`src/rtl/lcd_text_sequencer.sv`:
```
`default_nettype none
// ============================================================================
// Module   : lcd_text_sequencer
// Brief    : Streams N-message 2-line text from a sync ROM into the HD44780
//            controller; BCD digits replace FIELD_CHAR placeholders.
//            Define LCD_LZ_BLANK_EN to blank leading zero digits.
// Revision : 1.0 - initial release
// ============================================================================
module lcd_text_sequencer #(
    parameter int          N_MSG      = 4,
    parameter int          COLS       = 16,
    parameter int          DIGITS     = 4,
    parameter logic [7:0]  FIELD_CHAR = 8'h01,
    parameter int          BUSY_TO    = 15,
    parameter int          GAP        = 1000,
    localparam int         MSG_W      = (N_MSG > 1) ? $clog2(N_MSG) : 1,
    localparam int         ADDR_W     = $clog2(N_MSG*2*COLS)
) (
    input  logic                  clk,
    input  logic                  rst,
    input  logic                  lcd_busy,
    input  logic [MSG_W-1:0]      msg_sel,
    input  logic [4*DIGITS-1:0]   value_bcd,
    output logic [ADDR_W-1:0]     rom_addr,
    input  logic [7:0]            rom_data,
    output logic                  lcd_ena,
    output logic [9:0]            lcd_bus,
    output logic                  frame_done
);

    localparam int c_IDX_W = $clog2(2*COLS+2);
    localparam int c_PTR_W = $clog2(DIGITS+1);
    localparam int c_TO_W  = (BUSY_TO > 1) ? $clog2(BUSY_TO) : 1;
    localparam int c_GAP_W = (GAP > 1) ? $clog2(GAP) : 1;

    localparam logic [c_IDX_W-1:0] c_CMD2     = c_IDX_W'(COLS+1);
    localparam logic [c_IDX_W-1:0] c_LAST     = c_IDX_W'(2*COLS+1);
    localparam logic [c_PTR_W-1:0] c_PTR_END  = c_PTR_W'(DIGITS);
    localparam logic [c_PTR_W-1:0] c_PTR_LAST = c_PTR_W'(DIGITS-1);
    localparam logic [c_TO_W-1:0]  c_TO_LAST  = c_TO_W'(BUSY_TO-1);
    localparam logic [c_GAP_W-1:0] c_GAP_LAST = c_GAP_W'(GAP-1);

`ifdef LCD_LZ_BLANK_EN
    localparam bit c_LZ = 1'b1;
`else
    localparam bit c_LZ = 1'b0;
`endif

    localparam logic [2:0] c_START   = 3'd0;
    localparam logic [2:0] c_FETCH   = 3'd1;
    localparam logic [2:0] c_LOAD    = 3'd2;
    localparam logic [2:0] c_ISSUE   = 3'd3;
    localparam logic [2:0] c_WAIT_HI = 3'd4;
    localparam logic [2:0] c_WAIT_LO = 3'd5;
    localparam logic [2:0] c_GAPS    = 3'd6;

    logic [2:0]           r_state;
    logic [c_IDX_W-1:0]   r_idx;
    logic [c_PTR_W-1:0]   r_ptr;
    logic [c_TO_W-1:0]    r_to;
    logic [c_GAP_W-1:0]   r_gap;
    logic [MSG_W-1:0]     r_msg;
    logic [4*DIGITS-1:0]  r_snap;
    logic [ADDR_W-1:0]    r_rom_addr;
    logic                 r_lcd_ena;
    logic [9:0]           r_lcd_bus;
    logic                 r_frame_done;

    logic [MSG_W-1:0]     w_msg_eff;
    logic                 w_msg_chg;
    logic                 w_is_cmd;
    logic [7:0]           w_cmd;
    logic [c_IDX_W-1:0]   w_idx_nxt;
    logic                 w_nxt_is_char;
    logic [ADDR_W-1:0]    w_addr_nxt;
    logic [3:0]           w_nib;
    logic                 w_lead;
    logic                 w_blank;
    logic [7:0]           w_char;

    assign w_msg_eff     = (int'(msg_sel) >= N_MSG) ? '0 : msg_sel;
    assign w_msg_chg     = (w_msg_eff != r_msg);
    assign w_is_cmd      = (r_idx == '0) || (r_idx == c_CMD2);
    assign w_cmd         = (r_idx == '0) ? 8'h80 : 8'hC0;
    assign w_idx_nxt     = r_idx + 1'b1;
    assign w_nxt_is_char = (w_idx_nxt != c_CMD2);
    // line 1 column c sits at idx c+1, line 2 column c at idx COLS+2+c
    assign w_addr_nxt    = ADDR_W'(int'(r_msg)*2*COLS + int'(w_idx_nxt)
                                   - ((w_idx_nxt > c_CMD2) ? 2 : 1));

    always_comb begin
        w_nib  = 4'h0;
        w_lead = 1'b1;
        for (int i = 0; i < DIGITS; i++) begin
            if (c_PTR_W'(i) == r_ptr)
                w_nib = r_snap[4*(DIGITS-1-i) +: 4];
            if ((c_PTR_W'(i) < r_ptr) && (r_snap[4*(DIGITS-1-i) +: 4] != 4'h0))
                w_lead = 1'b0;
        end
        w_blank = c_LZ && w_lead && (w_nib == 4'h0) && (r_ptr != c_PTR_LAST);
        if (rom_data != FIELD_CHAR)
            w_char = rom_data;
        else if (r_ptr >= c_PTR_END)
            w_char = 8'h20;
        else if (w_nib > 4'd9)
            w_char = 8'h3F;
        else if (w_blank)
            w_char = 8'h20;
        else
            w_char = {4'h3, w_nib};
    end

    always_ff @(posedge clk) begin
        if (rst) begin
            r_state      <= c_START;
            r_idx        <= '0;
            r_ptr        <= '0;
            r_to         <= '0;
            r_gap        <= '0;
            r_msg        <= '0;
            r_snap       <= '0;
            r_rom_addr   <= '0;
            r_lcd_ena    <= 1'b0;
            r_lcd_bus    <= 10'h000;
            r_frame_done <= 1'b0;
        end else begin
            r_lcd_ena    <= 1'b0;
            r_frame_done <= 1'b0;
            case (r_state)
                c_START: begin
                    r_msg   <= w_msg_eff;
                    r_snap  <= value_bcd;
                    r_ptr   <= '0;
                    r_idx   <= '0;
                    r_state <= c_FETCH;
                end
                // never start a transfer while the controller is still busy
                c_FETCH: begin
                    if (!lcd_busy) begin
                        if (w_is_cmd) begin
                            r_lcd_bus <= {2'b00, w_cmd};
                            r_lcd_ena <= 1'b1;
                            r_state   <= c_ISSUE;
                        end else begin
                            r_state   <= c_LOAD;
                        end
                    end
                end
                c_LOAD: begin
                    r_lcd_bus <= {2'b10, w_char};
                    r_lcd_ena <= 1'b1;
                    if ((rom_data == FIELD_CHAR) && (r_ptr < c_PTR_END))
                        r_ptr <= r_ptr + 1'b1;
                    r_state <= c_ISSUE;
                end
                c_ISSUE: begin
                    r_to    <= '0;
                    r_state <= c_WAIT_HI;
                end
                c_WAIT_HI: begin
                    if (lcd_busy || (r_to == c_TO_LAST))
                        r_state <= c_WAIT_LO;
                    else
                        r_to <= r_to + 1'b1;
                end
                c_WAIT_LO: begin
                    if (!lcd_busy) begin
                        if (w_msg_chg) begin
                            r_state <= c_START;
                        end else if (r_idx == c_LAST) begin
                            r_frame_done <= 1'b1;
                            r_gap        <= '0;
                            r_state      <= (GAP == 0) ? c_START : c_GAPS;
                        end else begin
                            r_idx <= w_idx_nxt;
                            if (w_nxt_is_char)
                                r_rom_addr <= w_addr_nxt;
                            r_state <= c_FETCH;
                        end
                    end
                end
                c_GAPS: begin
                    if (w_msg_chg || (r_gap == c_GAP_LAST))
                        r_state <= c_START;
                    else
                        r_gap <= r_gap + 1'b1;
                end
                default: r_state <= c_START;
            endcase
        end
    end

    assign rom_addr   = r_rom_addr;
    assign lcd_ena    = r_lcd_ena;
    assign lcd_bus    = r_lcd_bus;
    assign frame_done = r_frame_done;

endmodule
`default_nettype wire

```
`config.mk`:
```
export PLATFORM = sky130hd
export DESIGN_NAME = lcd_text_sequencer
export DESIGN_NICKNAME = d
export VERILOG_FILES = /design/src/rtl/lcd_text_sequencer.sv
export SDC_FILE = /design/constraint.sdc
export NUM_CORES = 1
export LEC_CHECK = 0
export CELL_PAD_IN_SITES_DETAIL_PLACEMENT = 2
export CELL_PAD_IN_SITES_GLOBAL_PLACEMENT = 2
export CORE_MARGIN = 1
export CORE_UTILIZATION = 36
export CTS_BUF_LIST = sky130_fd_sc_hd__clkbuf_4 sky130_fd_sc_hd__clkbuf_8
export DETAILED_ROUTE_END_ITERATION = 7
export PLACE_DENSITY = 0.95
export SYNTH_ARGS = -nofsm -noshare
export SYNTH_HDL_FRONTEND = slang
export SYNTH_SLANG_ARGS = --single-unit
```
`constraint.sdc`:
```
create_clock -name clk -period 10.8 [get_ports clk]
set_clock_uncertainty 0.2 [all_clocks]
set_input_delay 2.16 -clock clk [delete_from_list [all_inputs] [get_ports clk]]
set_output_delay 2.16 -clock clk [all_outputs]
set_load 0.05 [all_outputs]
```
Yosys cells after proc, flatten, opt, wreduce, memory -nomap -nowiden --
Index checks and enable logic that the tools add are counted.
Word-level totals: word-level logic and storage cells 110, output and inout bits 19, input port bits 29, flip-flop bits (word level) 63
Operators by class: muxes and demuxes 37, $add $sub $neg 6, equal/unequal tests 28, reductions and logical operators 20, $lt $le $gt $ge 4, bitwise logic cells 4
Operators with widths (count):
- $mux W10 | 6
- $pmux W10 S2 | 2
- $mux W4 | 6
- $ne A2 B2 Y1 const B | 11
- $mux W3 | 7
- $pmux W3 S7 | 1
- $mux W6 | 3
- $pmux W6 S2 | 1
- $add A10 B1 Y10 const B | 1
- $eq A10 B10 Y1 const B | 1
- $reduce_and A5 Y1 | 2
- $reduce_bool A2 Y1 | 5
- $eq A3 B3 Y1 const B | 3
- $eq A8 B1 Y1 const B | 1
- $mux W8 | 1
- $ne A8 B1 Y1 const B | 1
- $pmux W4 S2 | 1
- $reduce_and A4 Y1 | 2
- $add A7 B6 Y7 | 1
- $mux W7 | 1
- $sub A7 B2 Y7 | 1
- $add A6 B1 Y6 const B | 1
- $eq A2 B3 Y1 const A | 2
- $eq A3 B2 Y1 const B | 2
- 26 further kinds | 36

Logic depth before layout (Yosys ltp) --
word-level depth 10, depth in mapped cells 19, mapped depth without buffers 18

Worst setup path after synthesis --
Ideal clock, no wire load.
path type in2reg, from input msg_sel[0], to register r_gap[9], library setup time 0.070 ns, data required time 10.530 ns, data arrival time 3.732 ns, stages 6, path slack 6.798 ns, path buffers 1, path through xor2_1 or2_4 or4_1 buf_2 or4_1 a21oi_1
Between the ends: longest elaborated chain between the ends 4, elaborated cells between the ends (all ways) 5, those cells by class eq/ne (3); reduce/logical (2)
Ends and longest elaborated chain:
- start: declaration | RTL line 22 | input logic [MSG_W-1:0] msg_sel,
- $ne A2 B2 Y1 (*) | RTL line 82 | assign w_msg_chg = (w_msg_eff != r_msg);
- $logic_or A1 B1 Y1 | RTL line 183 | if (w_msg_chg || (r_gap == c_GAP_LAST))
- $ne A2 B2 Y1 (no source line)
- $reduce_and A5 Y1 (no source line) (*)
- end signal: assignment | RTL line 186 | r_gap <= r_gap + 1'b1;
- end: declaration | RTL line 61 | logic [c_GAP_W-1:0] r_gap;
Every way passes the cells marked *; elsewhere a longest branch is shown, timed or not. A chain may end at the register's enable or synchronous reset.

Worst setup path in the final report --
from input msg_sel[0], to register r_idx[5]
Between the ends: longest elaborated chain between the ends 3
Ends and longest elaborated chain:
- $ne A2 B2 Y1 | RTL line 82
- $ne A2 B2 Y1 (no source line)
- $reduce_and A4 Y1 (no source line)
- end signal: assignment | RTL line 175 | r_idx <= w_idx_nxt;
- end: declaration | RTL line 58 | logic [c_IDX_W-1:0] r_idx;
No other way between the ends.

==> results summary <==
The flow ran to the end, and the final reports show no timing, DRC or antenna violations. The via count of the first global-routing pass came out at 3815. The leading area contributor after synthesis is sky130_fd_sc_hd__dfxtp_1. Data on the critical path arrives at its endpoint at 4.59 ns.

The sequential share of power came out at 0.441. The share of synthesized area in the top cell type comes to 0.361. The worst setup slack before clock tree synthesis is 6.09 ns. The wire length of the first global-routing pass came out at 20.5 mm.

Dividing the detail-routed via count by the number of cells gives 5.70. The library cells used most frequently in the layout, excluding fill and tap cells, are 62 x sky130_fd_sc_hd__nand2_1, 62 x sky130_fd_sc_hd__dfxtp_1, 49 x sky130_fd_sc_hd__a21oi_1, 45 x sky130_fd_sc_hd__clkdlybuf4s50_1, 29 x sky130_fd_sc_hd__nor2_1. At the worst endpoint, the required time is 10.88 ns. The library cell contributing the largest single delay on the critical path is sky130_fd_sc_hd__nor3_1.

The number of enable-type register cells in the synthesized netlist came out at 0. The maximum number of pins on one net before global-route repair came out at 56. The average detailed-routed wire length per instance is 22.0 um. The number of iterations in the first detailed-routing pass is 4. Each instance of the synthesized netlist takes up on average 8.06 um^2. Counting every instance in the synthesized netlist gives 427. For this design the static power due to leakage is 1.49 nW. The congestion estimate from routability-driven global placement came to 0.789. TritonCTS built the clock tree. The clock-pin slew of the registers on the worst-case setup and hold paths came out at 0.08 ns. The critical path goes through clkdlybuf4s50_1, xor2_1, nor3_1, o22ai_1, or3_1, a21oi_1. The number of endpoints failing setup at the final stage came out at 0. The area of the die came out at 9950 um^2. The number of setup buffers added after CTS is 0. The smallest clock period supported by the final layout is computed as 4.51 ns. The maximum net fanout on the critical path came out at 8.

The final antenna-violating net count is 0. The die boundary height is 99.7 um. Of the total power, combinational logic draws 0.148. The post-route clock period utilization is 0.418.

The least setup slack across all paths after layout is 6.29 ns. Setup repair after global routing left no endpoint under its margin. The net switching power of the design is 0.168 mW. The cell area after synthesis came out at 3440 um^2. The family with the most delay on the worst path is simple AND/OR/NAND/NOR gates.

The half-perimeter wire length after detailed placement is 7.94 mm. The non-filler instance count after layout came out at 596. For this configuration, the core starts out at a cell density of 0.372. In this design, the stage delay of the slowest critical-path cell is 0.79 ns.

Of all flip-flops after synthesis, the portion carrying an async set or reset was 0. The power per cell area is 134 nW/um^2. From synthesis to final layout, the design area changed by 22.0%.

After detailed placement, the design holds a cell count of 580. Measured against its own limit, the worst slew margin works out to 0.162. The aggregate global routing overflow came out at 0.

The number of vias in the routed layout came out at 3398. The critical path is of the in2reg type. The number of buffers inserted by port buffering came out at 46. Hold is met by 0.297 ns. The design internal power is 0.396 mW.

Once the clock tree was built, the resizer swapped 0 gates to a different size. For this design the top-level I/O count stands at 48. Of the synthesized area, sequential elements account for 0.361.

The number of nets in the synthesized netlist came out at 476. The filler cell count in the final layout came out at 1048. Max-cap violations in this run came to 0. The first routing iteration left 109 violations. Synthesis inferred 62 register bits. Of the total power, the clock network draws 0.411. The measured slew at the worst slew-check pin is 1.25 ns. The wire length after detailed routing came out at 13.1 mm. The hold buffer count at CTS came out at 0. The number of failing hold endpoints at the final stage is 0. For this design, the sink count on the clock tree is 62. The TritonCTS buffer count came out at 9.

The final routed DRC violation total came out at 0. The worst path buffer plus inverter count is 1. The clock insertion delay at the later pin of the skew report is 0.36 ns. The type of destination of the critical path is a flip-flop. The number of antenna cells inserted is 0. The number of pins exceeding their max-slew limit in the final report came to 0.

The fraction of layout cells with a size suffix above 1 came out at 0.0664. The main flop type after synthesis is sky130_fd_sc_hd__dfxtp_1. The initial antenna violation count came out at 0. The largest voltage drop on the vdd net came out at 0.0720 mV.

Counting along the longest clock path gives a buffer depth of 2. The fmax is 222 MHz. After synthesis, the netlist uses 64 different library cells. The total global routing track utilization is 0.273.

Row generation in the floorplan step produced 35 rows. The Yosys warning count is 0. The switching part of the total came out at 0.298. The path class of the tightest hold or removal check is reg2reg.

The maximum level of the CTS H-tree came out at 3. After synthesis, the cell types taking the most area are sky130_fd_sc_hd__dfxtp_1 36%, sky130_fd_sc_hd__a21oi_1 7.1%, sky130_fd_sc_hd__ha_1 6.9%. The startpoint type of the worst setup path is an input port. The net total in the final layout is 511. The overall die width is 99.7 um. The area of the core came out at 9240 um^2. The clock tree root buffer cell is sky130_fd_sc_hd__clkbuf_8. The setup TNS is 0 ns.
worst min-delay path, delay by kind of cell (launching register included):
family,cells,cell delay [ns]
simple gates,1,0.06
flops,1,0.33
compound gates,1,0.06
metrics by stage:
stage | total power [mW] | utilization | instance area (um^2)
3_3_place_gp | 0.326 | 0.431 | 3980
3_5_place_dp | 0.332 | 0.431 | 3980
5_1_grt | 0.579 | 0.454 | 4200
2_1_floorplan | 0.299 | - | 3440
6_report | 0.564 | 0.454 | 4200
4_1_cts | 0.565 | 0.454 | 4200
flip-flops by register name (all words and copies together), names as in the netlist:
name / flops
frame_done: 1
r_idx: 6
r_to: 4
r_snap: 16
lcd_ena: 1
r_gap: 10
r_ptr: 3
lcd_bus: 9
r_msg: 2
rom_addr: 7
r_state: 3
synthesized netlist by cell type (all sizes together) (7+ instances only):
master / number
a211oi: 9
nand2: 62
ha: 19
o21ai: 15
clkbuf: 19
nor2: 29
nand3: 12
or4: 9
a31oi: 7
nor3: 11
or3: 9
a21oi: 49
xnor2: 8
dfxtp: 62
nand2b: 8
inv: 16
worst paths after layout:
check	start	endpoint	slack [ns]	cells after the start
worst max-delay path	msg_sel[0]	r_idx[5]$_SDFFE_PP0P_	6.29	6
worst max register to register	r_idx[2]$_SDFFE_PP0P_	rom_addr[6]$_SDFFE_PP0P_	6.36	15
worst min-delay path	r_snap[11]$_SDFFE_PP0P_	r_snap[11]$_SDFFE_PP0P_	0.30	2
worst min register to register	r_snap[11]$_SDFFE_PP0P_	r_snap[11]$_SDFFE_PP0P_	0.30	2
per-layer routing:
metal	up-vias	track usage	wire, um
met4	0	0.127	402
met3	34	0.0408	352
met2	89	0.489	6690
li1	1584	-	-
met1	1691	0.318	5680
met5	-	0	0
power groups by stage:
stage / sequential (mW) / combinational [mW] / clock, mW
after floorplan: 0.257 / 0.0425 / 0
after global placement: 0.252 / 0.0744 / 0
after detailed placement: 0.253 / 0.0792 / 0
after CTS: 0.249 / 0.0834 / 0.233
after global routing: 0.250 / 0.0885 / 0.241
final: 0.249 / 0.0832 / 0.232
cell families after synthesis:
| logic type | count (synthesis) | share of synthesized area |
|---|---|---|
| DFF | 62 | 0.361 |
| and+or+nand+nor | 173 | 0.255 |
| adders and majority gates | 21 | 0.0778 |
| muxes | 4 | 0.0116 |
| other | 1 | 0.00109 |
| xor gates and xnor gates | 15 | 0.0466 |
| buffers and inverters | 40 | 0.0458 |
| AOI/OAI and AO/OA | 111 | 0.202 |
area by class of cell:
| type | count | area, um^2 | share of cell area |
|---|---|---|---|
| repair buffers | 48 | 470 | 0.112 |
| multi-input cells | 325 | 2050 | 0.487 |
| flip-flops and latches | 62 | 1240 | 0.296 |
| clock buffers | 12 | 165 | 0.0393 |
| clock inverters | 4 | 53.8 | 0.0128 |
| inverters | 16 | 60.1 | 0.0143 |
| well taps | 129 | 161 | 0.0385 |
No activity file was read; power rests on OpenSTA's default activity.
==> patch 1, RTL diff (same flow settings) <==
One comparison of `r_idx` changes from == to >=.
--- a/src/rtl/lcd_text_sequencer.sv
+++ b/src/rtl/lcd_text_sequencer.sv
@@ -81,5 +81,5 @@
     assign w_msg_eff     = (int'(msg_sel) >= N_MSG) ? '0 : msg_sel;
     assign w_msg_chg     = (w_msg_eff != r_msg);
-    assign w_is_cmd      = (r_idx == '0) || (r_idx == c_CMD2);
+    assign w_is_cmd      = (r_idx == '0) || (r_idx >= c_CMD2);
     assign w_cmd         = (r_idx == '0) ? 8'h80 : 8'hC0;
     assign w_idx_nxt     = r_idx + 1'b1;
Check against the original RTL: no difference found for any inputs over 10 cycles, from zero or initial values and one cycle with rst high; that may be too few to reach the edited logic, so the function may still have changed.
==> patch 1 against the unedited design <==
Via count decreased by 7.3%. Maximum frequency decreased by 2.4%. Cell area decreased by 1.7%. Cell count decreased by 5.0%. Setup slack got worse by 0.11 ns. Power increased by 1.5%. Combinational power decreased by 4.0%. Hold slack got worse by 0.031 ns. Sequential cell count unchanged. Synthesized area decreased by 0.84%. Routed wire length decreased by 11%. Register-to-register slack about the same. Largest power group unchanged. Highest routed layer unchanged.
==> patch 1: results (changes against the unedited design) <==
Slew HR = 32.2% (+16 points)
largest cells by area after synthesis = dfxtp_1, ha_1, nand2_1
FF-to-FF setup slack = 6.35 ns (about the same)
synth cell count leaders = dfxtp_1, nand2_1, nor2_1, a21oi_1, inv_1
routed length per placed instance = 20.7 um (-5.9%)
peak supply drop = 0.0722 mV (+0.36%)
Power Density = 139 mW/mm^2 (+3.2%)
Final nets = 500 (-2.2%)
Non-Filler Instances = 566 (-5.0%)
wire length on met3 = 313 um (-11%)
net count after synthesis = 463 (-2.7%)
Clock transition at path regs = 0.08 ns (about the same)
Seq/Total Area, Yosys = 36.4% (+0.30 points)
Max Fanout on Critical Path = 11 (+3)
Hold WC Path Type = register to register
RePlAce Congestion = 0.774 (-1.9%)
layout cells sized above 1 = 8.13% (+1.5 points)
worst slack, placed = 5.96 ns (-0.124 ns)
global-route wire length before repair = 19.0 mm (-7.3%)
status = completed
vias = 3,150 (-7.3%)
largest net degree at the start of global routing = 54 (-3.6%)
vias in the first global route = 3,535 (-7.3%)
minimum clock period = 4.63 ns (+0.112 ns)
count of placed standard cells including taps = 550 (-5.2%)
GR met2 Demand/Resource = 45.2% (-3.7 points)
Pleak = 1.51 nW (+1.4%)
CTS root buf = clkbuf_8
WP data arrival = 4.67 ns (+0.08 ns)
global routing met1 resource utilization = 29.1% (-2.7 points)
Final HPWL DP = 7.68 mm (-3.3%)
switching power total = 0.000161 W (-4.5%)
Hold Slack = 0.266 ns (-0.0311 ns)
r2r worst-path depth = 16 (+1)
Total GRT Usage = 25.3% (-2.0 points)
Cells after Synth = 413 (-3.3%)
clock power share = 42.8% (+1.7 points)
Initial DRC Count = 113 (+3.7%)
met2 WL = 6.10 mm (-8.7%)
met3 GRT Util = 4.85% (+0.77 points)
Distinct cells, synth = 62 (-3.1%)
M1 WL = 5.00 mm (-12%)
cell area after placement = 0.00389 mm^2 (-2.1%)
patch 1: changes by cell type in the layout (fill, tap and decap cells not counted), moves of 4 or more:
| cell | unedited run | this run |
|---|---|---|
| a21oi_1 | 49 | 42 |
| a31oi_1 | 7 | 2 |
| inv_1 | 16 | 21 |
| nand3_1 | 11 | 7 |
| nand4_1 | 6 | 1 |
| nor2_1 | 29 | 51 |
| o21ai_0 | 13 | 9 |
| o31ai_1 | 5 | 0 |
| or3_1 | 9 | 4 |
| or4_1 | 9 | 0 |
| xnor2_1 | 7 | 15 |
patch 1: worst paths after layout:
kind,from,endpoint
setup / recovery,msg_sel[0],rom_addr[0]$_SDFFE_PP0P_
hold / removal,lcd_bus[4]$_SDFFE_PP0P_,lcd_bus[4]$_SDFFE_PP0P_
setup reg to reg,r_idx[2]$_SDFFE_PP0P_,rom_addr[6]$_SDFFE_PP0P_
hold reg to reg,lcd_bus[4]$_SDFFE_PP0P_,lcd_bus[4]$_SDFFE_PP0P_
patch 1: critical path: stages:
cell	delay, ns
clkdlybuf4s50_1	0.46
xor2_1	0.22
nor3_1	0.62
nand2_1	0.20
a41oi_2	0.60
nor2_1	0.09
a211oi_1	0.32
patch 1: cell families after synthesis:
family,Yosys count,share of synthesized area (%)
xor+xnor,23,5.91
mux,8,2.46
other cells,1,0.110
fa+ha+maj,23,8.51
buf+inv,42,5.91
simple gates,165,23.7
compound gates,89,17.1
flops,62,36.4
patch 1: layout make-up:
class | instances | area (um^2)
Clock inverter | 5 | 81.3
Inverter | 21 | 78.8
Tap cell | 111 | 139
Multi-Input combinational cell | 309 | 1970
Clock buffer | 11 | 151
Fill cell | 1028 | 5070
Sequential cell | 62 | 1240
Timing Repair Buffer | 47 | 463
==> patch 2, RTL diff (config.mk and constraints unchanged) <==
Without the edit above. The parameter `COLS` goes from 16 to 32.
--- a/src/rtl/lcd_text_sequencer.sv
+++ b/src/rtl/lcd_text_sequencer.sv
@@ -9,5 +9,5 @@
 module lcd_text_sequencer #(
     parameter int          N_MSG      = 4,
-    parameter int          COLS       = 16,
+    parameter int          COLS       = 32,
     parameter int          DIGITS     = 4,
     parameter logic [7:0]  FIELD_CHAR = 8'h01,
Ports: changed (resized rom_addr); port bits go from 48 to 49. The function was not compared with the original's and may differ.
==> patch 2 against the unedited design <==
Synthesized area increased by 3.1%. Cell area grew 2.0%. Sequential cell count is 2 higher. Setup slack got worse by 0.011 ns. Routed wire length rose by 5.1%. Combinational power increased by 45%. Largest power group unchanged. Power is 10% higher.
==> patch 2: results (changes against the unedited design) <==
worst slack, placed = 6.10 ns (+0.0171 ns)
Seq. pwr = 0.000265 W (+6%)
crit path launch = msg_sel[0]
peak supply drop = 0.0616 mV (-14%)
Non-clk bufs = 49 (+2.1%)
Clock transition at path regs = 0.07 ns
Power Combinational = 0.000121 W (+45%)
Post-CTS Hold Buffers = 0 (unchanged)
Initial DRC Count = 144 (+32%)
CLK BUF = 12 (unchanged)
RePlAce Congestion = 0.787 (-0.35%)
IO buf count = 47 (+2.2%)
setup_tns = 0 ns (unchanged)
Diodes inserted = 0 (unchanged)
Internal Power = 0.000429 W (+8.4%)
startpoint of the worst hold path = r_snap[10]$_SDFFE_PP0P_
ys async rst share = 0% (unchanged)
Resized Gates After CTS = 0 (unchanged)
Largest register FFs = 16 (unchanged)
layout cells sized above 1 = 6.71% (+0.070 points)
largest net degree at the start of global routing = 57 (+1.8%)
Final nets = 524 (+2.5%)
DRT Pass-1 Iters = 4 (unchanged)
inverters = 22 (+6)
Seq/Total Area, Yosys = 36.1% (+0.060 points)
flops & latches, synth = 64 (+3.2%)
net count after synthesis = 490 (+2.9%)
synth cell count leaders = dfxtp_1, nand2_1, a21oi_1, nor2_1, inv_1
initial antenna violation count = 0 (unchanged)
WP data arrival = 4.57 ns (-0.02 ns)
Non-Clock Buffer Area Fraction = 11.2% (about the same)
comb_multi_in = 327 (+0.62%)
Fillers = 1,028 (-1.9%)
Ys Warns = 0 (unchanged)
vias in the first global route = 3,964 (+3.9%)
FMAX = 221 MHz (-0.24%)
Multi-input gate area = 0.00206 mm^2 (+0.86%)
Seq area share = 29.9% (+0.35 points)
Final HPWL DP = 8.72 mm (+9.8%)
largest cells by area after synthesis = dfxtp_1, ha_1, a21oi_1
FF-to-FF setup slack = 6.29 ns (-0.07 ns)
global-route wire length before repair = 22.2 mm (+8.4%)
clock tree buffer depth = 2 (unchanged)
status = completed
Worst Hold Depth = 2 (unchanged)
Slew HR = 38.5% (+22 points)
r2r worst-path depth = 16 (+1)
Total GRT Usage = 29.0% (+1.7 points)
post-synthesis xor/xnor area fraction = 6.18% (+1.5 points)
Post-Synth Adder-Cell Area = 7.98% (+0.19 points)
mux share of post-synthesis cell area = 2.44% (+1.3 points)
DR vias/cell = 5.71 (about the same)
routed length per placed instance = 22.7 um (+3.4%)
Pleak = 1.51 nW (+1.3%)
Reg-to-Reg Start = r_idx[0]$_SDFFE_PP0P_
Max Fanout on Critical Path = 14 (+6)
clock network area share = 5.00% (-0.22 points)
Distinct cells, synth = 57 (-11%)
Post-CTS Setup Bufs = 0 (unchanged)
compound-gate portion of the synthesized area = 20.0% (-0.10 points)
patch 2: cell types whose count changed in the layout (fill, tap and decap cells not counted), sizes merged, moves of 6 or more:
cell | before | now
a31oi | 7 | 0
inv | 16 | 22
nor2 | 29 | 46
or3 | 9 | 3
or4 | 9 | 2
xnor2 | 8 | 17
patch 2: path summary, 6_finish.rpt:
| check | to |
|---|---|
| max | rom_addr[4]$_SDFFE_PP0P_ |
| min | r_snap[10]$_SDFFE_PP0P_ |
| max reg2reg | rom_addr[7]$_SDFFE_PP0P_ |
| min reg2reg | r_snap[10]$_SDFFE_PP0P_ |
patch 2: layer usage:
metal / track usage [%] / share of wire [%]
met5: 0 / 0
met1: 32.3 / 41
met2: 52.3 / 52
met3: 6.69 / 3.9
met4: 13.6 / 3.7
patch 2: cells by family (layout without fill, tap and decap cells):
family | count (synthesis) | in the layout
other | 1 | 1
AND/OR/NAND/NOR | 164 | 164
multiplexers | 8 | 8
adder cells (fa/ha/maj) | 22 | 22
flip-flops | 64 | 64
AO/OA/AOI/OAI | 107 | 107
buffers and inverters | 48 | 86
XOR/XNOR | 25 | 25
patch 2: worst max-delay path, stage by stage:
cell and delay, ns:
clkdlybuf4s50_1 0.48, xor2_1 0.19, nor3_1 0.40, nand2_1 0.22, a41oi_2 0.66, nor2_1 0.14, a211oi_1 0.31
patch 2: stage by stage:
stage	utilization [%]	instances	hold slack [ns]	power, W	area (um^2)
finish	45.7	606	0.264	0.000622	4280
global route	45.7	606	0.286	0.000648	4280
CTS	45.7	606	0.269	0.000623	4280
detailed placement	43.4	591	0.250	0.000384	4070
global placement	43.4	591	0.239	0.000373	4070
floorplan	-	439	0.233	0.000339	3540
